===== src/rtl/ex_stage.sv =====
// Execute stage: one-hot ALU, 32-cycle restoring divider, data SRAM request issue.
// Forwards control fields, ALU/divider result, store data and pc toward MEM.
module ex_stage #(
    parameter int unsigned ID_BUS_W = 152,
    parameter int unsigned EX_BUS_W = 104
) (
    input  logic                clk,
    input  logic                resetn,
    input  logic                id_to_ex_valid,
    input  logic [ID_BUS_W-1:0] id_reg,
    output logic                ex_allowin,
    input  logic                mem_allowin,
    output logic                ex_to_mem_valid,
    output logic [EX_BUS_W-1:0] ex_reg,
    output logic                data_sram_en,
    output logic [3:0]          data_sram_we,
    output logic [31:0]         data_sram_addr,
    output logic [31:0]         data_sram_wdata
);

    localparam int unsigned XLEN  = 32;
    localparam int unsigned CNT_W = 5;

    typedef enum logic [1:0] {S_IDLE, S_BUSY, S_DONE} div_state_t;

    logic                ex_valid;
    logic                ex_ready_go;
    logic [ID_BUS_W-1:0] id_q;

    logic [11:0]     alu_op;
    logic [3:0]      div_op;
    logic            res_from_mem;
    logic            mem_we;
    logic            gr_we;
    logic [4:0]      dest;
    logic [XLEN-1:0] src1;
    logic [XLEN-1:0] src2;
    logic [XLEN-1:0] rkd_value;
    logic [XLEN-1:0] pc;

    assign {alu_op, div_op, res_from_mem, mem_we, gr_we, dest,
            src1, src2, rkd_value, pc} = id_q;

    // Pipeline handshake and payload latch
    assign ex_allowin      = !ex_valid || (ex_ready_go && mem_allowin);
    assign ex_to_mem_valid = ex_valid && ex_ready_go;

    always_ff @(posedge clk) begin
        if (!resetn) begin
            ex_valid <= 1'b0;
            id_q     <= '0;
        end else if (ex_allowin) begin
            ex_valid <= id_to_ex_valid;
            if (id_to_ex_valid) begin
                id_q <= id_reg;
            end
        end
    end

    // ALU: AND-OR mux over one-hot selects
    logic [XLEN-1:0] add_res;
    logic [XLEN-1:0] sub_res;
    logic [XLEN-1:0] alu_res;
    logic [4:0]      sa;

    assign sa      = src2[4:0];
    assign add_res = src1 + src2;
    assign sub_res = src1 - src2;

    always_comb begin
        alu_res = ({XLEN{alu_op[0]}}  & add_res)
                | ({XLEN{alu_op[1]}}  & sub_res)
                | ({XLEN{alu_op[2]}}  & XLEN'($signed(src1) < $signed(src2)))
                | ({XLEN{alu_op[3]}}  & XLEN'(src1 < src2))
                | ({XLEN{alu_op[4]}}  & (src1 & src2))
                | ({XLEN{alu_op[5]}}  & ~(src1 | src2))
                | ({XLEN{alu_op[6]}}  & (src1 | src2))
                | ({XLEN{alu_op[7]}}  & (src1 ^ src2))
                | ({XLEN{alu_op[8]}}  & (src1 << sa))
                | ({XLEN{alu_op[9]}}  & (src1 >> sa))
                | ({XLEN{alu_op[10]}} & XLEN'($signed(src1) >>> sa))
                | ({XLEN{alu_op[11]}} & src2);
    end

    // Divider operands: magnitudes for signed ops, sign fixups applied at the output
    logic            div_active;
    logic            div_signed;
    logic            dividend_neg;
    logic            divisor_neg;
    logic [XLEN-1:0] dividend_abs;
    logic [XLEN-1:0] divisor_abs;

    assign div_active   = |div_op;
    assign div_signed   = div_op[0] | div_op[1];
    assign dividend_neg = div_signed && src1[XLEN-1];
    assign divisor_neg  = div_signed && src2[XLEN-1];
    assign dividend_abs = dividend_neg ? (~src1 + 1'b1) : src1;
    assign divisor_abs  = divisor_neg  ? (~src2 + 1'b1) : src2;

    div_state_t       state_q, state_d;
    logic [CNT_W-1:0] cnt_q, cnt_d;
    logic [XLEN-1:0]  rem_q, rem_d;
    logic [XLEN-1:0]  quo_q, quo_d;
    logic [XLEN:0]    shifted;

    assign shifted = {rem_q, quo_q[XLEN-1]};

    always_ff @(posedge clk) begin
        if (!resetn) begin
            state_q <= S_IDLE;
            cnt_q   <= '0;
            rem_q   <= '0;
            quo_q   <= '0;
        end else begin
            state_q <= state_d;
            cnt_q   <= cnt_d;
            rem_q   <= rem_d;
            quo_q   <= quo_d;
        end
    end

    // Divider next state: one restoring step per BUSY cycle
    always_comb begin
        state_d = state_q;
        cnt_d   = cnt_q;
        rem_d   = rem_q;
        quo_d   = quo_q;
        case (state_q)
            S_IDLE: begin
                if (ex_valid && div_active) begin
                    state_d = S_BUSY;
                    cnt_d   = '0;
                    rem_d   = '0;
                    quo_d   = dividend_abs;
                end
            end
            S_BUSY: begin
                if (shifted >= {1'b0, divisor_abs}) begin
                    rem_d = XLEN'(shifted - {1'b0, divisor_abs});
                    quo_d = {quo_q[XLEN-2:0], 1'b1};
                end else begin
                    rem_d = shifted[XLEN-1:0];
                    quo_d = {quo_q[XLEN-2:0], 1'b0};
                end
                cnt_d = cnt_q + CNT_W'(1);
                if (cnt_q == CNT_W'(XLEN - 1)) begin
                    state_d = S_DONE;
                end
            end
            S_DONE: begin
                if (ex_to_mem_valid && mem_allowin) begin
                    state_d = S_IDLE;
                end
            end
            default: state_d = S_IDLE;
        endcase
    end

    logic [XLEN-1:0] quo_fix;
    logic [XLEN-1:0] rem_fix;
    logic [XLEN-1:0] div_res;
    logic [XLEN-1:0] alu_result;

    // Zero divisor forces an all-ones quotient regardless of signs
    assign quo_fix    = (src2 == '0) ? '1
                      : ((dividend_neg ^ divisor_neg) ? (~quo_q + 1'b1) : quo_q);
    assign rem_fix    = dividend_neg ? (~rem_q + 1'b1) : rem_q;
    assign div_res    = (div_op[0] | div_op[2]) ? quo_fix : rem_fix;
    assign alu_result = div_active ? div_res : alu_res;

    assign ex_ready_go = !div_active || (state_q == S_DONE);

    assign ex_reg = {res_from_mem, mem_we, gr_we, dest, alu_result, rkd_value, pc};

    // One SRAM request, issued on the handshake cycle
    assign data_sram_en    = ex_valid && ex_ready_go && mem_allowin && (res_from_mem || mem_we);
    assign data_sram_we    = {4{mem_we && data_sram_en}};
    assign data_sram_addr  = alu_result;
    assign data_sram_wdata = rkd_value;

endmodule


===== config.mk =====
export PLATFORM = sky130hd
export DESIGN_NAME = ex_stage
export DESIGN_NICKNAME = d
export VERILOG_FILES = /design/src/rtl/ex_stage.sv
export SDC_FILE = /design/constraint.sdc
export NUM_CORES = 1
export LEC_CHECK = 0
export BUFFER_PORTS_ARGS = -buffer_cell sky130_fd_sc_hd__buf_2
export CELL_PAD_IN_SITES_DETAIL_PLACEMENT = 1
export CELL_PAD_IN_SITES_GLOBAL_PLACEMENT = 2
export CORE_AREA = 2 2 265 267
export CTS_CLUSTER_DIAMETER = 60
export DETAILED_ROUTE_END_ITERATION = 10
export DIE_AREA = 0 0 267 269
export PLACE_DENSITY = 0.84
export SLEW_MARGIN = 40
export SYNTH_ARGS = -nofsm -noshare
export SYNTH_HDL_FRONTEND = slang
export SYNTH_SLANG_ARGS = --single-unit

===== constraint.sdc =====
create_clock -name clk -period 5.8 [get_ports clk]
set_input_delay 0.29 -clock clk [delete_from_list [all_inputs] [get_ports clk]]
set_output_delay 0.29 -clock clk [all_outputs]
set_load 0.01 [all_outputs]

# Yosys cells after proc, flatten, opt, wreduce, memory -nomap -nowiden

Index checks and enable logic that the tools add are counted.

Register bits: 224
Bits in latches: 0
Memory bits (writable): 0
Bits in read-only memories: 0
Input bits: 156
Output and inout bits: 175
Word-level logic and storage cells: 99
Memories: 0

Add/sub/neg operators: 8
Multiply operators: 0
Divide/modulo/power cells: 0
$lt $le $gt $ge: 3
Equal/unequal tests: 6
Shift operators: 3
Mux-type cells: 19
Bitwise gates (word level): 34
Reduce and logical (&&, ||, !) cells: 20

Operators with widths:

| cell                  | count |
|---|---|
| $or 32x32->32         | 12 |
| $and 32x32->32        | 11 |
| $mux 32               | 10 |
| $not 32->32           | 5 |
| $add 32x1->32 const B | 4 |
| $pmux 32 s2           | 2 |
| $and 32x1->32         | 2 |
| $lt 32x32->1          | 2 |
| $sub 32x32->32        | 2 |
| $ge 33x32->1          | 1 |
| $add 32x32->32        | 1 |
| $logic_not 32->1      | 1 |
| $shl 32x5->32         | 1 |
| $shr 32x5->32         | 1 |
| $sshr 32x5->32        | 1 |
| $xor 32x32->32        | 1 |
| $pmux 5 s2            | 1 |
| $logic_and 1x1->1     | 8 |
| $mux 2                | 3 |
| $ne 2x2->1 const B    | 3 |
| $pmux 2 s3            | 1 |
| $add 5x1->5 const B   | 1 |
| $eq 5x5->1 const B    | 1 |
| $mux 5                | 1 |
| 12 further kinds      | 17 |

# Longest topological paths before layout

Gate-level depths: netlist of the first run.

Word-level depth: 14
Gate-level depth with buffers: 22
Depth with buffers taken out: 18

# Worst setup path before layout of the first run

No wires, ideal clock.

Kind: register to register
Start: register id_q[64]
End: register rem_q[12]
Setup time: 128 ps
Arrival time: 5054 ps
Required time: 5672 ps
Path slack: 618 ps
Stages on the path, launching flop included: 21
Buffers on the path: 3
Clock period less this slack: 5182 ps
Path through: dfxtp_1 > buf_2 > inv_2 > buf_1 > ha_1 > or3b_2 > nor4_4 > nand2_2 > or4_4 > o31ai_1 > xnor2_1 > ha_1 > a21o_1 > a21oi_1 > nor2_1 > or4_1 > nand2b_1 > nand2_2 > buf_2 > mux2i_1 > o21ai_0

Cells in the longest elaborated chain, start to end: 6
Elaborated cells between the ends (all ways): 7
Classes of those cells: 2 x add/sub; 1 x order compare; 3 x mux; 1 x bitwise

RTL lines:

| item                                           | line     | text |
|---|---|---|
| start: declaration                             | 28       | `logic [ID_BUS_W-1:0] id_q;` |
| start signal: assignment                       | 55       | `id_q <= id_reg;` |
| $not 32->32                                    | 98       | `assign divisor_abs = divisor_neg ? (~src2 + 1'b1) : src2;` |
| $add 32x1->32                                  | 98       |  |
| $mux 32 *                                      | 98       |  |
| $sub 32x32->32 or $ge 33x32->1 (tied branches) | 139, 138 |  |
| $mux 32 *                                      | 138      | `if (shifted >= {1'b0, divisor_abs}) begin` |
| $pmux 32 s2 *                                  | 128      | `case (state_q)` |
| end signal: assignment                         | 117      | `rem_q <= rem_d;` |
| end: declaration                               | 102      | `logic [XLEN-1:0] rem_q, rem_d;` |

Mark *: on every way between the ends. The rest lies on a longest branch, timed or not.
A chain may end at the register's enable or synchronous reset.

# Worst setup path after layout of the first run

Start: register id_q[80]
End: output port data_sram_addr[27]

Cells in the longest elaborated chain, start to end: 14
Elaborated cells between the ends (all ways): 19
Classes of those cells: 2 x add/sub; 3 x mux; 13 x bitwise; 1 x reduce/logical

RTL lines:

| item                                             | line   | text |
|---|---|---|
| $add 32x32->32 or $sub 32x32->32 (tied branches) | 67, 68 |  |
| $and 32x32->32, on equally long branches         | 71, 72 |  |
| $or 32x32->32                                    | 72     | `\| ({XLEN{alu_op[1]}} & sub_res)` |
| $or 32x32->32                                    | 73     | `\| ({XLEN{alu_op[2]}} & XLEN'($signed(src1) < $signed(src2)))` |
| $or 32x32->32                                    | 74     | `\| ({XLEN{alu_op[3]}} & XLEN'(src1 < src2))` |
| $or 32x32->32                                    | 75     | `\| ({XLEN{alu_op[4]}} & (src1 & src2))` |
| $or 32x32->32                                    | 76     | `\| ({XLEN{alu_op[5]}} & ~(src1 \| src2))` |
| $or 32x32->32                                    | 77     | `\| ({XLEN{alu_op[6]}} & (src1 \| src2))` |
| $or 32x32->32                                    | 78     | `\| ({XLEN{alu_op[7]}} & (src1 ^ src2))` |
| $or 32x32->32                                    | 79     | `\| ({XLEN{alu_op[8]}} & (src1 << sa))` |
| $or 32x32->32                                    | 80     | `\| ({XLEN{alu_op[9]}} & (src1 >> sa))` |
| $or 32x32->32                                    | 81     | `\| ({XLEN{alu_op[10]}} & XLEN'($signed(src1) >>> sa))` |
| $or 32x32->32                                    | 82     | `\| ({XLEN{alu_op[11]}} & src2);` |
| $mux 32 *                                        | 169    | `assign alu_result = div_active ? div_res : alu_res;` |
| end: declaration                                 | 17     | `output logic [31:0] data_sram_addr,` |

Marked as above.

==> qor.csv, run 1 <==
stage,metric,value,unit
outcome,status,completed,
routing,vias,25100,
clock_network,clockRootBuffer,clkbuf_16,
clock_network,clockBufferDepth,3,
yosys,synth.avg_cell_area,7.51,um^2
sta,hold_slack,0.00938,ns
sta,fmaxAchievable,187,MHz
final_layout,seq_area,4500,um^2
sta,rsz0062_at_grt,no,
final_layout,multi_input_area,16300,um^2
routing,drt_wl_total,108,mm
grt,overflow,0,
routing,detail-route-antenna-nets,0,
routing,dr.first_iter.drc_count,2789,
run,cap_violations,0,
yosys,async_flop_share,0,
final_layout,drive_above_1_share,0.179,
critical_path,crit_buf_inv,2,
sta,fin_crit_sh,0.924,
clock_network,post-cts-setup-buffers,0,
min_path,hold_path_class,in -> reg,
critical_path,crit_type,reg -> out,
critical_path,r2r_slack,0.48,ns
min_path,min_to,id_q[85]$_SDFFE_PN0P_,
routing,post-route-drc-count,0,
critical_path,critPathTopFamily,compound AO/OA/AOI/OAI gates,
critical_path,crit_path_start_kind,flip-flop,
floorplanning,rows,97,
critical_path,crit_path_end_kind,output port,
grt,use_met1,0.384,
final_layout,nets,3585,
clock_network,clk_latency,0.56,ns
placed_design,dp_hpwl,81.4,mm
yosys,synth_edf_count,0,
critical_path,r2r-start,id_q[64]$_SDFFE_PN0P_,
clock_network,clk_pin_slew,0.05,ns
grt,grt_pass1_vias,24500,
placed_design,placed_cell_area,24800,um^2
critical_path,slowest_stage,a221oi_1,
critical_path,reg2reg_depth,18,
critical_path,cp_common_cell,o31ai_1,
routing,wire_per_inst,25.3,um
critical_path,rr_endpoint,rem_q[5]$_SDFFE_PN0P_,
min_path,worstHoldPathCells,3,
placed_design,routabilityCongestion,0.993,
sta,fin_skew,0.0269,ns
pwr,peakVddDrop,183,uV
sta,relSlewSlack,0.411,
critical_path,slowest_delay,0.73,ns
yosys,syn_inst,3089,
min_path,hp-start,id_reg[85],
sta,hold_violations,0,
clock_network,cts_tree,built,
sta,drv_slew,0,
pwr,powerDensity,238,nW/um^2
critical_path,crit_required,5.51,ns
grt,top_usage_layer,met2,
pwr,leakage,11.2,nW
clock_network,cts_htree_levels,2,
clock_network,clkSinkCount,224,
yosys,synth_ff_type,dfxtp_1,
floorplanning,die_area,71800,um^2
yosys,syn_nets,3383,
floorplanning,die_w,267,um
final_layout,area_growth,16.9,%
yosys,synth-seq-cells,224,
floorplanning,fp.coreArea,69300,um^2
yosys,ys_types,88,
grt,grt.total_usage,0.289,
final_layout,n_antenna_cell,0,
sta,fin_setup_tns,0,ns
critical_path,crit_chain,"inv_1, ha_1, and4_1, or4b_2, a211oi_1, o31ai_1, a211o_1, nand4_1, o31ai_1, a221oi_1, a21oi_1, buf_2",
sta,finalSetupViolCount,0,
placed_design,numPortBuffers,330,
final_layout,finish.instance_area,27100,um^2
floorplanning,ios,331,
yosys,seq_area_frac_synth,0.193,
grt,antenna_found_initial,4,
sta,layout_min_cycle_time,5.36,ns
critical_path,cp_max_fo,12,
critical_path,arrival,5.07,ns
floorplanning,die_h,269,um
yosys,syn_area,23200,um^2
grt,grt_start_max_net_pins,121,
grt,met2_usage,0.458,
clock_network,cts_buffers,35,
routing,viasPerCell,5.90,
floorplanning,start_util,0.335,
pwr,totalPowerFinal,6.45,mW
final_layout,num-fill-cells,8559,
grt,grt_pass1_wl,158,mm
sta,tightest_slew,0.878,ns
yosys,yosysWarnings,0,
routing,firstDrtPassIters,8,
grt,gr-usage-met3,0.0478,
cells in the final DEF (no fill, tap or decap), types with 14 or more instances in the layout:
cell / netlist / layout
nor2b_1: 47 / 47
nand2b_1: 17 / 17
dlygate4sd3_1: 0 / 116
xor2_1: 48 / 48
and2_1: 14 / 14
a21boi_1: 17 / 17
a211oi_1: 21 / 21
or2_2: 14 / 14
xnor2_1: 143 / 143
o21ai_0: 143 / 143
o31ai_1: 35 / 35
o41ai_1: 17 / 17
o21bai_1: 22 / 22
a221oi_1: 37 / 37
a21oi_1: 179 / 178
a222oi_1: 59 / 59
mux4_2: 40 / 40
nor4_1: 14 / 14
a22oi_1: 16 / 16
buf_4: 140 / 88
nor2_1: 218 / 216
a21boi_0: 140 / 140
a31oi_1: 29 / 29
o22ai_1: 29 / 29
inv_1: 117 / 116
a21o_1: 31 / 31
nand2_1: 472 / 471
buf_2: 23 / 329
ha_1: 135 / 135
and3_1: 14 / 14
nor3_1: 42 / 39
nand3_1: 43 / 43
mux2i_1: 106 / 106
nand4_1: 27 / 27
mux2_2: 17 / 17
dfxtp_1: 224 / 216
or4_1: 14 / 14
clkbuf_16: 0 / 37
or3_1: 15 / 15
what timing repair did:
action                                 in CTS  in global routing
gates resized for setup                     0                  1
hold buffers                              116                  0
endpoints found under the hold margin     116                  0
setup endpoints to repair                   0                 10
through the flow:
| stage | util | instances | setup slack (ns) |
|---|---|---|---|
| 6_report | 0.391 | 4253 | 0.442 |
| 5_1_grt | 0.391 | 4253 | 0.0804 |
| 4_1_cts | 0.391 | 4252 | 0.412 |
| 3_5_place_dp | 0.358 | 4077 | 0.448 |
| 3_3_place_gp | 0.358 | 4077 | 0.574 |
| 2_1_floorplan | - | 3089 | 0.618 |
cell usage after synthesis, drive strengths merged (37+ instances only):
cell type	n	area, um^2
xor2	48	420
buf	185	1260
clkbuf	186	698
nor3	46	250
a21oi	179	896
nor2b	47	294
dfxtp	224	4480
a21boi	157	1180
nand3	43	215
a221oi	37	324
xnor2	143	1250
ha	135	1690
mux4	40	901
a222oi	59	591
inv	118	443
nor2	219	825
o21ai	145	726
nand2	474	1780
mux2i	106	1060
worst min-delay path: stages:
cell and delay [ns]:
buf_2 0.10, nand2_1 0.05, a21boi_0 0.06
sequential cells by signal, indices dropped and copies added (netlist names):
name	count
cnt_q	5
ex_valid	1
id_q	152
quo_q	32
rem_q	32
state_q	2
cell type report:
cell class / instances / share of cell area
sequential: 224 / 0.166
clock buffer: 43 / 0.0350
clock inverter: 16 / 0.00674
inverter: 121 / 0.0168
timing repair buffer: 536 / 0.129
multi-input combinational: 2373 / 0.603
tap: 940 / 0.0434
layer usage:
metal / share of wire / vias up
li1: - / 11400
met1: 0.42 / 12300
met2: 0.45 / 1167
met3: 0.082 / 207
met4: 0.048 / 4
met5: 0.00032 / -
how the worst max path moves through the flow:
stage	start	to	slack, ns	depth (start not counted)
2_1_floorplan	id_q[64]$_SDFFE_PN0P_	rem_q[12]$_SDFFE_PN0P_	0.62	20
3_3_place_gp	id_q[64]$_SDFFE_PN0P_	rem_q[5]$_SDFFE_PN0P_	0.57	18
6_report	id_q[80]$_SDFFE_PN0P_	data_sram_addr[27]	0.44	12
4_1_cts	id_q[64]$_SDFFE_PN0P_	rem_q[5]$_SDFFE_PN0P_	0.41	18
3_5_place_dp	id_q[64]$_SDFFE_PN0P_	rem_q[5]$_SDFFE_PN0P_	0.45	18
5_1_grt	id_q[64]$_SDFFE_PN0P_	rem_q[5]$_SDFFE_PN0P_	0.08	18
power breakdown:
part | internal, mW | switching [mW]
clock network | 1.30 | 0.820
registers | 1.62 | 0.116
logic | 0.935 | 1.66
logic make-up (layout without fill, tap and decap cells):
| kind of cell | count (synthesis) | in the layout | share of synthesized area |
|---|---|---|---|
| AO/OA/AOI/OAI | 899 | 899 | 0.270 |
| XOR/XNOR | 191 | 191 | 0.0722 |
| adder cells (fa/ha/maj) | 138 | 138 | 0.0754 |
| buffers and inverters | 492 | 716 | 0.104 |
| flip-flops | 224 | 224 | 0.193 |
| multiplexers | 163 | 163 | 0.0929 |
| AND/OR/NAND/NOR | 982 | 982 | 0.192 |
Power figures use the tool's default switching activity.
==> inputs of run 2 (changes only) <==
Settings changed: PLACE_DENSITY 0.84 to unset, PLACE_DENSITY_LB_ADDON set to 0.1.
==> run 2 against run 1 <==
Effect of this change:
- the run now ends with design-rule violations left
- via count rose by 0.53%
- largest cell class unchanged
- cell count is 1.1% higher
- die area unchanged
- global-route usage is 3.4 points higher
- clock skew is 0.0025 ns higher
- utilization up 0.72 points
- sequential share of layout area down 0.30 points
- first-iteration DRC count down 19%
- clock power grew 5%
==> qor.csv, run 2 (same netlist as run 1, synthesis figures left out) <==
stage,metric,value,unit
min_path,hp-start,id_reg[80],
grt,grt_pass1_wl,171,mm
critical_path,slowest_delay,0.73,ns
grt,overflow,0,
clock_network,clockRootBuffer,clkbuf_16,
final_layout,area_growth,19.1,%
clock_network,clockBufferDepth,3,
critical_path,r2r_slack,0.64,ns
final_layout,top_regs,"id_q: 152 flops, quo_q: 32 flops, rem_q: 32 flops",
grt,grt_start_max_net_pins,82,
routing,detail-route-antenna-nets,0,
critical_path,slowest_stage,ha_1,
critical_path,crit_buf_inv,2,
sta,fin_skew,0.0294,ns
critical_path,critPathTopFamily,compound AO/OA/AOI/OAI gates,
final_layout,regMostFlops,id_q,
final_layout,final_util,0.398,
critical_path,r2r-start,id_q[64]$_SDFFE_PN0P_,
critical_path,crit_chain,"clkinv_1, ha_1, nand2_1, or4b_2, a211oi_1, o31ai_1, a211o_1, a21oi_1, mux2i_1, nand3_1, a211o_1, buf_2",
clock_network,cts_tree,built,
run,cap_violations,0,
critical_path,crit_path_end_kind,output port,
placed_design,dp_hpwl,91.5,mm
sta,fmaxAchievable,182,MHz
critical_path,crit_path_start_kind,flip-flop,
final_layout,layout_common_cells,"nand2_1, buf_2, dfxtp_1",
final_layout,largest_reg_flops,152,
floorplanning,die_h,269,um
clock_network,clkSinkCount,224,
clock_network,ctsResizeCount,0,
min_path,worstHoldPathCells,3,
placed_design,dp.cells,4093,
final_layout,layout_commonest_cell,nand2_1,
floorplanning,die_area,71800,um^2
floorplanning,start_util,0.335,
final_layout,seq_area,4500,um^2
placed_design,routabilityCongestion,0.984,
grt,antenna_found_initial,3,
final_layout,multi_input_area,16400,um^2
min_path,hold_path_class,in -> reg,
grt,grt_pass1_vias,25100,
clock_network,cts_hold_buf,141,
routing,firstDrtPassIters,11,
critical_path,rr_endpoint,rem_q[5]$_SDFFE_PN0P_,
critical_path,arrival,5.20,ns
pwr,powerDensity,242,nW/um^2
routing,wire_per_inst,27.7,um
critical_path,crit_required,5.51,ns
sta,fin_setup_tns,0,ns
sta,fin_crit_sh,0.946,
floorplanning,fp.coreArea,69300,um^2
critical_path,reg2reg_depth,18,
clock_network,clk_latency,0.58,ns
sta,tightest_slew,0.884,ns
sta,layout_min_cycle_time,5.49,ns
routing,viasPerCell,5.86,
clock_network,clk_pin_slew,0.05,ns
floorplanning,rows,97,
sta,rsz0062_at_grt,no,
outcome,status,"finished, violations left",
pwr,leakage,11.4,nW
sta,finalSetupViolCount,0,
placed_design,numPortBuffers,330,
routing,vias,25200,
critical_path,crit_type,reg -> out,
sta,relSlewSlack,0.403,
critical_path,cp_common_cell,a211o_1,
routing,drt_wl_total,119,mm
outcome,violations,design-rule violations,
floorplanning,ios,331,
routing,dr.first_iter.drc_count,2247,
clock_network,post-cts-setup-buffers,0,
pwr,totalPowerFinal,6.69,mW
critical_path,cp_max_fo,12,
grt,grt.total_usage,0.323,
clock_network,cts_htree_levels,2,
sta,drv_slew,0,
sta,hold_violations,0,
pwr,peakVddDrop,171,uV
clock_network,cts_buffers,36,
final_layout,drive_above_1_share,0.184,
min_path,min_to,id_q[80]$_SDFFE_PN0P_,
floorplanning,die_w,267,um
final_layout,num-fill-cells,8578,
routing,post-route-drc-count,1,
final_layout,nets,3627,
final_layout,fin_cells,4299,
-- run 2: changes by cell type in the layout (fill, tap and decap cells not counted), moves of 2 or more --
cell,delta
dlygate4sd3_1,+25
buf_4,+15
buf_12,+2
clkbuf_8,+2
clkinv_4,+2
nand2_2,+2
nor4_1,-2
nor4_2,+2
-- run 2: where the power goes --
group          leakage [nW]  internal (mW)  switching, mW
Combinational          9.01          0.966           1.76
Clock                 0.587           1.36          0.874
Sequential             1.83           1.62          0.112
-- run 2: area by class of cell --
| class | count | area share |
|---|---|---|
| inverter | 121 | 0.0164 |
| sequential | 224 | 0.163 |
| clock inverter | 20 | 0.00934 |
| tap | 940 | 0.0426 |
| multi-input combinational | 2373 | 0.593 |
| timing repair buffer | 577 | 0.141 |
| clock buffer | 43 | 0.0343 |
| antenna | 1 | 0.0000906 |
-- run 2: worst max path at each step --
stage | from | endpoint | cells after the start
2_1_floorplan | id_q[64]$_SDFFE_PN0P_ | rem_q[12]$_SDFFE_PN0P_ | 20
4_1_cts | id_q[107]$_SDFFE_PN0P_ | ex_reg[93] | 13
3_5_place_dp | id_q[64]$_SDFFE_PN0P_ | rem_q[13]$_SDFFE_PN0P_ | 18
3_3_place_gp | id_q[64]$_SDFFE_PN0P_ | rem_q[14]$_SDFFE_PN0P_ | 18
5_1_grt | id_q[107]$_SDFFE_PN0P_ | ex_reg[93] | 13
6_report | id_q[107]$_SDFFE_PN0P_ | data_sram_addr[31] | 12
-- run 2: worst register-to-register path: stages, from the launching register on --
cell	delay (ns)
dfxtp_4	0.37
inv_2	0.07
ha_1	0.15
or3b_2	0.54
nor4_4	0.23
nand2_2	0.14
or4_4	0.56
o31ai_1	0.28
xnor2_1	0.16
ha_1	0.31
a21o_1	0.20
a21oi_1	0.24
nor2_1	0.09
or4_1	0.56
nand2b_1	0.20
nand2_2	0.25
buf_4	0.34
mux2i_1	0.22
o21ai_0	0.09
-- run 2: per-stage QoR --
stage          cell area (um^2)  hold slack, ns  setup slack [ns]
2_1_floorplan             23200           0.425             0.618
3_3_place_gp              24900           0.448             0.826
4_1_cts                   27600         0.00191             0.356
3_5_place_dp              25000           0.458             0.712
5_1_grt                   27600          0.0262             0.131
6_report                  27600          0.0149             0.313
-- run 2: per-layer routing --
layer  wire length, um  track usage
met5               115      0.00743
met4              6130        0.152
met3              9220       0.0678
met2             53400        0.514
met1             50200        0.417
